<file path="config.mk">
export PLATFORM = sky130hd
export DESIGN_NAME = switch_rr_scheduler
export DESIGN_NICKNAME = d
export VERILOG_FILES = /design/src/rtl/switch_rr_scheduler.sv
export SDC_FILE = /design/constraint.sdc
export NUM_CORES = 1
export LEC_CHECK = 0
export ABC_CLOCK_PERIOD_IN_PS = 2600
export BUFFER_PORTS_ARGS = -buffer_cell sky130_fd_sc_hd__buf_2
export CAP_MARGIN = 40
export CORE_UTILIZATION = 30
export CTS_CLUSTER_SIZE = 8
export DETAILED_ROUTE_END_ITERATION = 10
export PLACE_DENSITY = 0.54
export SYNTH_ARGS = -nofsm -noshare
export SYNTH_HDL_FRONTEND = slang
export SYNTH_SLANG_ARGS = --single-unit
export TNS_END_PERCENT = 20
</file>
<file path="constraint.sdc">
create_clock -name clk -period 2.6 [get_ports clk]
set_input_delay 0.39 -clock clk [delete_from_list [all_inputs] [get_ports clk]]
set_output_delay 0.39 -clock clk [all_outputs]
set_load 0.1 [all_outputs]
</file>
<file path="src/rtl/switch_rr_scheduler.sv">
// Round-robin output scheduler: rotating-priority grant per output, pops the winning input FIFO.
// One cycle from pop to out_valid; an occupied output blocks new grants until out_ready; bad destinations are dropped and counted.
module switch_rr_scheduler #(
    parameter int DATA_WIDTH = 8,
    parameter int INPUT_QTY  = 2,
    parameter int OUTPUT_QTY = 2,
    localparam int DW = $clog2(OUTPUT_QTY),
    localparam int SW = $clog2(INPUT_QTY)
) (
    input  logic                                     clk,
    input  logic                                     reset,
    input  logic [INPUT_QTY-1:0]                     req_valid,
    input  logic [INPUT_QTY-1:0][DATA_WIDTH+DW-1:0]  req_data,
    output logic [INPUT_QTY-1:0]                     req_ready,
    input  logic [OUTPUT_QTY-1:0]                    out_ready,
    output logic [OUTPUT_QTY-1:0]                    out_valid,
    output logic [OUTPUT_QTY-1:0][DATA_WIDTH-1:0]    out_data,
    output logic [OUTPUT_QTY-1:0][SW-1:0]            out_src,
    output logic [15:0]                              drop_count
);

    localparam int CW = $clog2(INPUT_QTY + 1);

    logic [SW-1:0]         ptr     [OUTPUT_QTY];
    logic [SW-1:0]         win_idx [OUTPUT_QTY];
    logic [OUTPUT_QTY-1:0] out_free;
    logic [OUTPUT_QTY-1:0] win_vld;
    logic [OUTPUT_QTY-1:0] grant;
    logic [INPUT_QTY-1:0]  bad_dst;
    logic [CW-1:0]         drop_n;
    logic [16:0]           drop_sum;

    function automatic logic [DW-1:0] dest_of(input logic [DATA_WIDTH+DW-1:0] w);
        return w[DW-1:0];
    endfunction

    function automatic logic [SW-1:0] rr_index(input logic [SW-1:0] p, input int k);
        int s;
        s = int'(p) + k;
        if (s >= INPUT_QTY) s = s - INPUT_QTY;
        return SW'(s);
    endfunction

    assign out_free = ~out_valid | out_ready;
    assign grant    = win_vld & out_free & {OUTPUT_QTY{reset}};

    // Search starts one past the last winner, so the last winner has lowest priority.
    always_comb begin
        win_vld = '0;
        for (int o = 0; o < OUTPUT_QTY; o++) begin
            win_idx[o] = '0;
            for (int k = 1; k <= INPUT_QTY; k++) begin
                if (!win_vld[o] && req_valid[rr_index(ptr[o], k)] &&
                    int'(dest_of(req_data[rr_index(ptr[o], k)])) == o) begin
                    win_vld[o] = 1'b1;
                    win_idx[o] = rr_index(ptr[o], k);
                end
            end
        end
    end

    always_comb begin
        for (int i = 0; i < INPUT_QTY; i++) begin
            bad_dst[i] = req_valid[i] && (int'(dest_of(req_data[i])) >= OUTPUT_QTY);
        end
    end

    // Each input names a single destination, so at most one grant can select it.
    always_comb begin
        req_ready = '0;
        drop_n    = '0;
        if (reset) begin
            for (int i = 0; i < INPUT_QTY; i++) begin
                if (bad_dst[i]) begin
                    req_ready[i] = 1'b1;
                    drop_n       = drop_n + CW'(1);
                end
            end
            for (int o = 0; o < OUTPUT_QTY; o++) begin
                if (grant[o]) req_ready[win_idx[o]] = 1'b1;
            end
        end
    end

    assign drop_sum = {1'b0, drop_count} + 17'(drop_n);

    always_ff @(posedge clk) begin
        if (!reset) begin
            out_valid  <= '0;
            out_data   <= '0;
            out_src    <= '0;
            drop_count <= '0;
            for (int o = 0; o < OUTPUT_QTY; o++) begin
                ptr[o] <= SW'(INPUT_QTY - 1);
            end
        end else begin
            drop_count <= drop_sum[16] ? 16'hFFFF : drop_sum[15:0];
            for (int o = 0; o < OUTPUT_QTY; o++) begin
                if (out_free[o]) begin
                    out_valid[o] <= grant[o];
                    if (grant[o]) begin
                        out_data[o] <= req_data[win_idx[o]][DATA_WIDTH+DW-1:DW];
                        out_src[o]  <= win_idx[o];
                        ptr[o]      <= win_idx[o];
                    end
                end
            end
        end
    end

endmodule

</file>
==> impl_metrics.json, run 1 <==
{
  "dr.pass1.iters": 4,
  "power_leakage_nw": 0.689,
  "worstPathCellList": "nand3_1 > nor2b_1 > o22ai_1 > buf_12",
  "fillCellCount": 413,
  "cts_root_buf": "clkbuf_8",
  "regArea_um2": 460,
  "pwr-share-seq": 0.366,
  "coreArea_um2": 3660,
  "intPower_mw": 0.547,
  "reg2reg_slack_ns": 1.22,
  "clock_sinks": 22,
  "peakVddDrop_mv": 0.334,
  "syn_to_final_growth_pct": 21.6,
  "synth_top_cell_area_share": 0.349,
  "num_rows": 22,
  "initial_core_util": 0.313,
  "cts.path.max_buffers": 2,
  "cts_made_buffers": 3,
  "cp.depth": 4,
  "overflow": 0,
  "via_count": 1060,
  "cp.arrival_ns": 1.74,
  "grt_use_total": 0.145,
  "grt_max_degree": 25,
  "r2r_cells": 4,
  "avgSynthCellArea_um2": 7.96,
  "comb_power_share": 0.428,
  "cpMaxStageDelayCell": "nor2b_1",
  "dp.final_hpwl_um": 2020,
  "grt_pass1_wl_um": 4640,
  "crit_buf_inv": 1,
  "drc": 0,
  "ys_warn_count": 0,
  "postSynthCellCount": 144,
  "hold_class": "in -> reg",
  "dr.max_layer_used": "met3",
  "clk_latency_ns": 0.26,
  "ios": 62,
  "hold_viol_final": 0,
  "die_area_um2": 4070,
  "route.met3.wl_um": 245,
  "met2_length_um": 1250,
  "ant_nets": 0,
  "first_iter_violations": 50,
  "path_class": "reg -> out",
  "met1Wirelength_um": 1300,
  "via_per_inst": 4.55,
  "syn-cell-area_um2": 1150,
  "powerDensity_nw_per_um2": 750,
  "setup_violations": 0,
  "post_cts_buffers": 0,
  "maxSlewViolCount": 0,
  "timing.fmax_mhz": 468,
  "wirelength_um": 2800,
  "dieWidth_um": 63.8,
  "antenna_found_initial": 0,
  "skew_ns": 0.00223,
  "clock_power_share": 0.206,
  "crit_path_end_kind": "output port",
  "p_sw_mw": 0.499,
  "routabilityCongestion": 0.804,
  "layout-drive-gt1-share": 0.286,
  "crit_family": "simple AND/OR/NAND/NOR gates",
  "status": "finished, final reports clean",
  "holdBufCountCts": 0,
  "port_buffers": 45,
  "synth_seq_area_share": 0.402,
  "rsz0062_at_grt": "no",
  "crit_path_max_fanout": 9,
  "tns_ns": 0,
  "timing.slew.headroom": 0.565,
  "period_share": 0.821,
  "p_sw_frac": 0.477,
  "grt_pass1_vias": 945,
  "crit_path_start_kind": "flop",
  "fin_ws_ns": 0.465,
  "diodes": 0,
  "fin_nets": 210,
  "tightest_slew_ns": 0.651,
  "die-height_um": 63.8,
  "whs_path_depth": 3,
  "synth_seq_cells": 22,
  "netlist_top_cells_area": "dfxtp_1 (35%), buf_4 (10%), nand2_1 (10%)",
  "yosysTopAreaCell": "dfxtp_1",
  "ctsResizeCount": 0,
  "place_ws_ns": 0.553,
  "wl_per_cell_um": 12.0,
  "total_power_mw": 1.05,
  "multi_input_area_um2": 554,
  "layout_min_cycle_time_ns": 2.13,
  "max-cap-violations": 0,
  "cts_tree": "done",
  "ys_types": 27,
  "worstPathRequired_ns": 2.21,
  "cts.clk_slew.worst_paths_ns": 0.08,
  "worst_path_largest_cell_delay_ns": 0.54,
  "h-tree-depth": 1
}
[cells in the mapped netlist]
| master | count |
|---|---|
| nand2b_1 | 2 |
| dfxtp_1 | 20 |
| nor2_1 | 2 |
| buf_2 | 4 |
| conb_1 | 1 |
| a21o_1 | 1 |
| clkbuf_2 | 2 |
| and2_1 | 1 |
| buf_4 | 16 |
| nor2b_1 | 2 |
| mux2i_1 | 1 |
| a22o_1 | 1 |
| and3_1 | 1 |
| o21a_1 | 1 |
| a31oi_1 | 9 |
| nand2b_4 | 1 |
| inv_1 | 1 |
| nor2b_4 | 1 |
| nand3b_1 | 1 |
| nand2_1 | 31 |
| nand3_2 | 1 |
| o22ai_1 | 2 |
| buf_6 | 3 |
| edfxtp_1 | 2 |
| a21oi_1 | 17 |
| o21ai_0 | 17 |
| nand3_1 | 3 |
[kinds of logic (layout without fill, tap and decap cells)]
logic type      count (synthesis)  count (layout)  share of synthesized area
buf+inv                        26              52                      0.164
mux                             1               1                    0.00873
simple gates                   46              46                      0.193
other cells                     1              16                    0.00327
compound gates                 48              48                      0.229
flops                          22              22                      0.402
[power by group through the flow]
stage	combinational, mW	clock (mW)	sequential, mW
final	0.447	0.215	0.383
after global routing	0.468	0.235	0.387
after CTS	0.448	0.225	0.383
after detailed placement	0.447	0	0.391
after global placement	0.447	0	0.391
after floorplan	0.218	0	0.569
[sequential cells by signal, summed over array words and instances, names as in the netlist]
register,flops
out_data,16
out_src,2
out_valid,2
ptr,2
[final timing paths]
| kind | from | end |
|---|---|---|
| worst max register to register | ptr[0][1] | out_data[10] |
| worst min register to register | out_src[1] | out_src[1] |
| worst min-delay path | req_data[5] | out_data[12] |
| worst max-delay path | ptr[0][1] | req_ready[0] |
[layout by cell type, fill, tap and decap left out, drive strengths merged]
| cell | n |
|---|---|
| dfxtp | 20 |
| and2 | 1 |
| o21ai | 17 |
| o22ai | 2 |
| a21o | 1 |
| nand2b | 3 |
| a21oi | 17 |
| nand3b | 1 |
| o21a | 1 |
| nand3 | 4 |
| inv | 1 |
| nor2b | 3 |
| clkinv | 1 |
| a31oi | 9 |
| conb | 16 |
| nor2 | 2 |
| mux2i | 1 |
| buf | 47 |
| a22o | 1 |
| clkbuf | 3 |
| edfxtp | 2 |
| and3 | 1 |
| nand2 | 31 |
[stage by stage]
stage / hold WS (ns) / cell area [um2] / util / cells
6_report: 0.371 / 1390 / 0.381 / 233
5_1_grt: 0.381 / 1390 / 0.381 / 233
4_1_cts: 0.364 / 1390 / 0.381 / 233
3_5_place_dp: 0.480 / 1350 / 0.368 / 229
3_3_place_gp: 0.452 / 1350 / 0.368 / 229
2_1_floorplan: 0.524 / 1200 / - / 159
[cell type report]
type / count / area share
clock inverter: 1 / 0.00269
sequential: 22 / 0.330
tap: 48 / 0.0431
multi-input combinational: 111 / 0.398
clock buffer: 3 / 0.0296
inverter: 1 / 0.00269
timing repair buffer: 47 / 0.194
[worst min-delay path, delay by kind of cell]
kind | cells | cell delay (ns)
buffers and inverters | 1 | 0.10
AND/OR/NAND/NOR | 1 | 0.05
AO/OA/AOI/OAI | 1 | 0.05
[metal layers]
metal | track usage | up-vias
met5 | 0 | -
met4 | 0.0142 | 0
met3 | 0.0500 | 0
met2 | 0.213 | 51
met1 | 0.210 | 464
li1 | - | 545
No activity file was read; power rests on OpenSTA's default activity.
==> run 2: changes to the inputs <==
--- a/config.mk
+++ b/config.mk
@@ -5,7 +5,7 @@
 export SDC_FILE = /design/constraint.sdc
 export NUM_CORES = 1
 export LEC_CHECK = 0
-export ABC_CLOCK_PERIOD_IN_PS = 2600
+export ABC_CLOCK_PERIOD_IN_PS = 2100
 export BUFFER_PORTS_ARGS = -buffer_cell sky130_fd_sc_hd__buf_2
 export CAP_MARGIN = 40
 export CORE_UTILIZATION = 30
==> constraint.sdc (replaced) <==
create_clock -name clk -period 2.1 [get_ports clk]
set_input_delay 0.315 -clock clk [delete_from_list [all_inputs] [get_ports clk]]
set_output_delay 0.315 -clock clk [all_outputs]
set_load 0.1 [all_outputs]
==> impl_metrics.json, run 2 (same netlist as run 1, synthesis figures left out) <==
{
  "tns_ns": 0,
  "cts_made_buffers": 3,
  "holdBufCountCts": 0,
  "fillCellCount": 390,
  "ant_nets": 0,
  "port_buffers": 45,
  "die_area_um2": 4070,
  "maxSlewViolCount": 0,
  "via_per_inst": 4.60,
  "routabilityCongestion": 0.774,
  "met2_length_um": 1390,
  "post_cts_buffers": 0,
  "fin_nets": 214,
  "wl_per_cell_um": 12.2,
  "cts.clk_slew.worst_paths_ns": 0.08,
  "worst_path_largest_cell_delay_ns": 0.32,
  "grt_max_degree": 25,
  "layout-drive-gt1-share": 0.323,
  "cts_root_buf": "clkbuf_8",
  "cts.path.max_buffers": 2,
  "regArea_um2": 462,
  "cp.depth": 5,
  "status": "finished, final reports clean",
  "clock_sinks": 22,
  "hold_class": "in -> reg",
  "top_register": "out_data",
  "dr.pass1.iters": 4,
  "peakVddDrop_mv": 0.337,
  "ios": 62,
  "max-cap-violations": 0,
  "power_leakage_nw": 0.725,
  "dr.max_layer_used": "met4",
  "multi_input_area_um2": 582,
  "crit_path_max_fanout": 2,
  "drc": 0,
  "placed_area_um2": 1410,
  "rsz0062_at_grt": "no",
  "setup_violations": 0,
  "crit_buf_inv": 1,
  "h-tree-depth": 1,
  "overflow": 0,
  "whs_ns": 0.295,
  "num_rows": 22,
  "cp.arrival_ns": 1.40,
  "clk_latency_ns": 0.26,
  "ctsResizeCount": 0,
  "mostFrequentLayoutCell": "buf_2",
  "grt_pass1_vias": 1012,
  "cpMaxStageDelayCell": "dfxtp_2",
  "first_iter_violations": 27,
  "antenna_found_initial": 0,
  "crit_path_end_kind": "output port",
  "timing.fmax_mhz": 585,
  "whs_path_depth": 3,
  "grt_use_total": 0.150,
  "diodes": 0,
  "cts_tree": "done",
  "skew_ns": 0.00254,
  "via_count": 1091,
  "largest_reg_flops": 16,
  "initial_core_util": 0.313,
  "r2r_cells": 5,
  "crit_family": "compound AO/OA/AOI/OAI gates",
  "worstPathRequired_ns": 1.78,
  "dieWidth_um": 63.8,
  "period_share": 0.815,
  "dp.final_hpwl_um": 2120,
  "die-height_um": 63.8,
  "route.met3.wl_um": 232,
  "powerDensity_nw_per_um2": 977,
  "layout_min_cycle_time_ns": 1.71,
  "met1Wirelength_um": 1220,
  "syn_to_final_growth_pct": 29.0,
  "hold_viol_final": 0,
  "final_cell_mix": "buf_2 (43), nand2_1 (31), dfxtp_1 (19), o21ai_0 (17), a21oi_1 (17)",
  "wirelength_um": 2900,
  "worstPathCellList": "nand2b_1 > o21a_1 > nand2_1 > o22ai_4 > buf_12",
  "crit_path_start_kind": "flop",
  "path_class": "reg -> out",
  "coreArea_um2": 3660,
  "grt_pass1_wl_um": 4690,
  "finalInstanceArea_um2": 1480
}
-- run 2: changes by cell type in the layout (fill, tap and decap cells not counted), sizes merged --
| cell | delta |
|---|---|
| buf | +4 |
| bufinv | +1 |
| clkinv | -1 |
-- run 2: stage by stage --
step	utilization	std cells	total power [mW]	worst slack [ns]
2_1_floorplan	-	159	0.984	0.0878
3_3_place_gp	0.384	233	1.05	0.446
4_1_cts	0.404	237	1.46	0.373
5_1_grt	0.404	237	1.50	0.283
6_report	0.404	237	1.44	0.389
3_5_place_dp	0.384	233	1.06	0.435
-- run 2: worst paths after layout --
check                                     to  slack [ns]          from
worst max-delay path            req_ready[0]        0.39  out_valid[0]
worst min register to register    out_src[1]        0.48    out_src[1]
worst max register to register   out_data[9]        0.77     ptr[0][1]
worst min-delay path            out_data[14]        0.30   req_data[7]
-- run 2: per-layer routing --
layer,vias up,global-route usage
li1,553,-
met1,483,0.190
met2,48,0.245
met3,7,0.0321
met4,0,0.0597
met5,-,0
-- run 2: tightest hold or removal path, delay by kind of cell --
| kind | cells | cell delay [ns] |
|---|---|---|
| simple gates | 1 | 0.05 |
| compound gates | 1 | 0.05 |
| buf+inv | 1 | 0.10 |
-- run 2: power by group --
group          internal, mW  switching [mW]
Clock                 0.255           0.145
Combinational        0.0976           0.472
Sequential            0.459          0.0165
Total                 0.811           0.633
-- run 2: final cells by class --
cell class	count	share of cell area
multi-input cells	111	0.393
flip-flops and latches	22	0.312
repair buffers	51	0.203
well taps	48	0.0406
clock buffers	3	0.0279
clock inverters	1	0.0203
inverters	1	0.00254
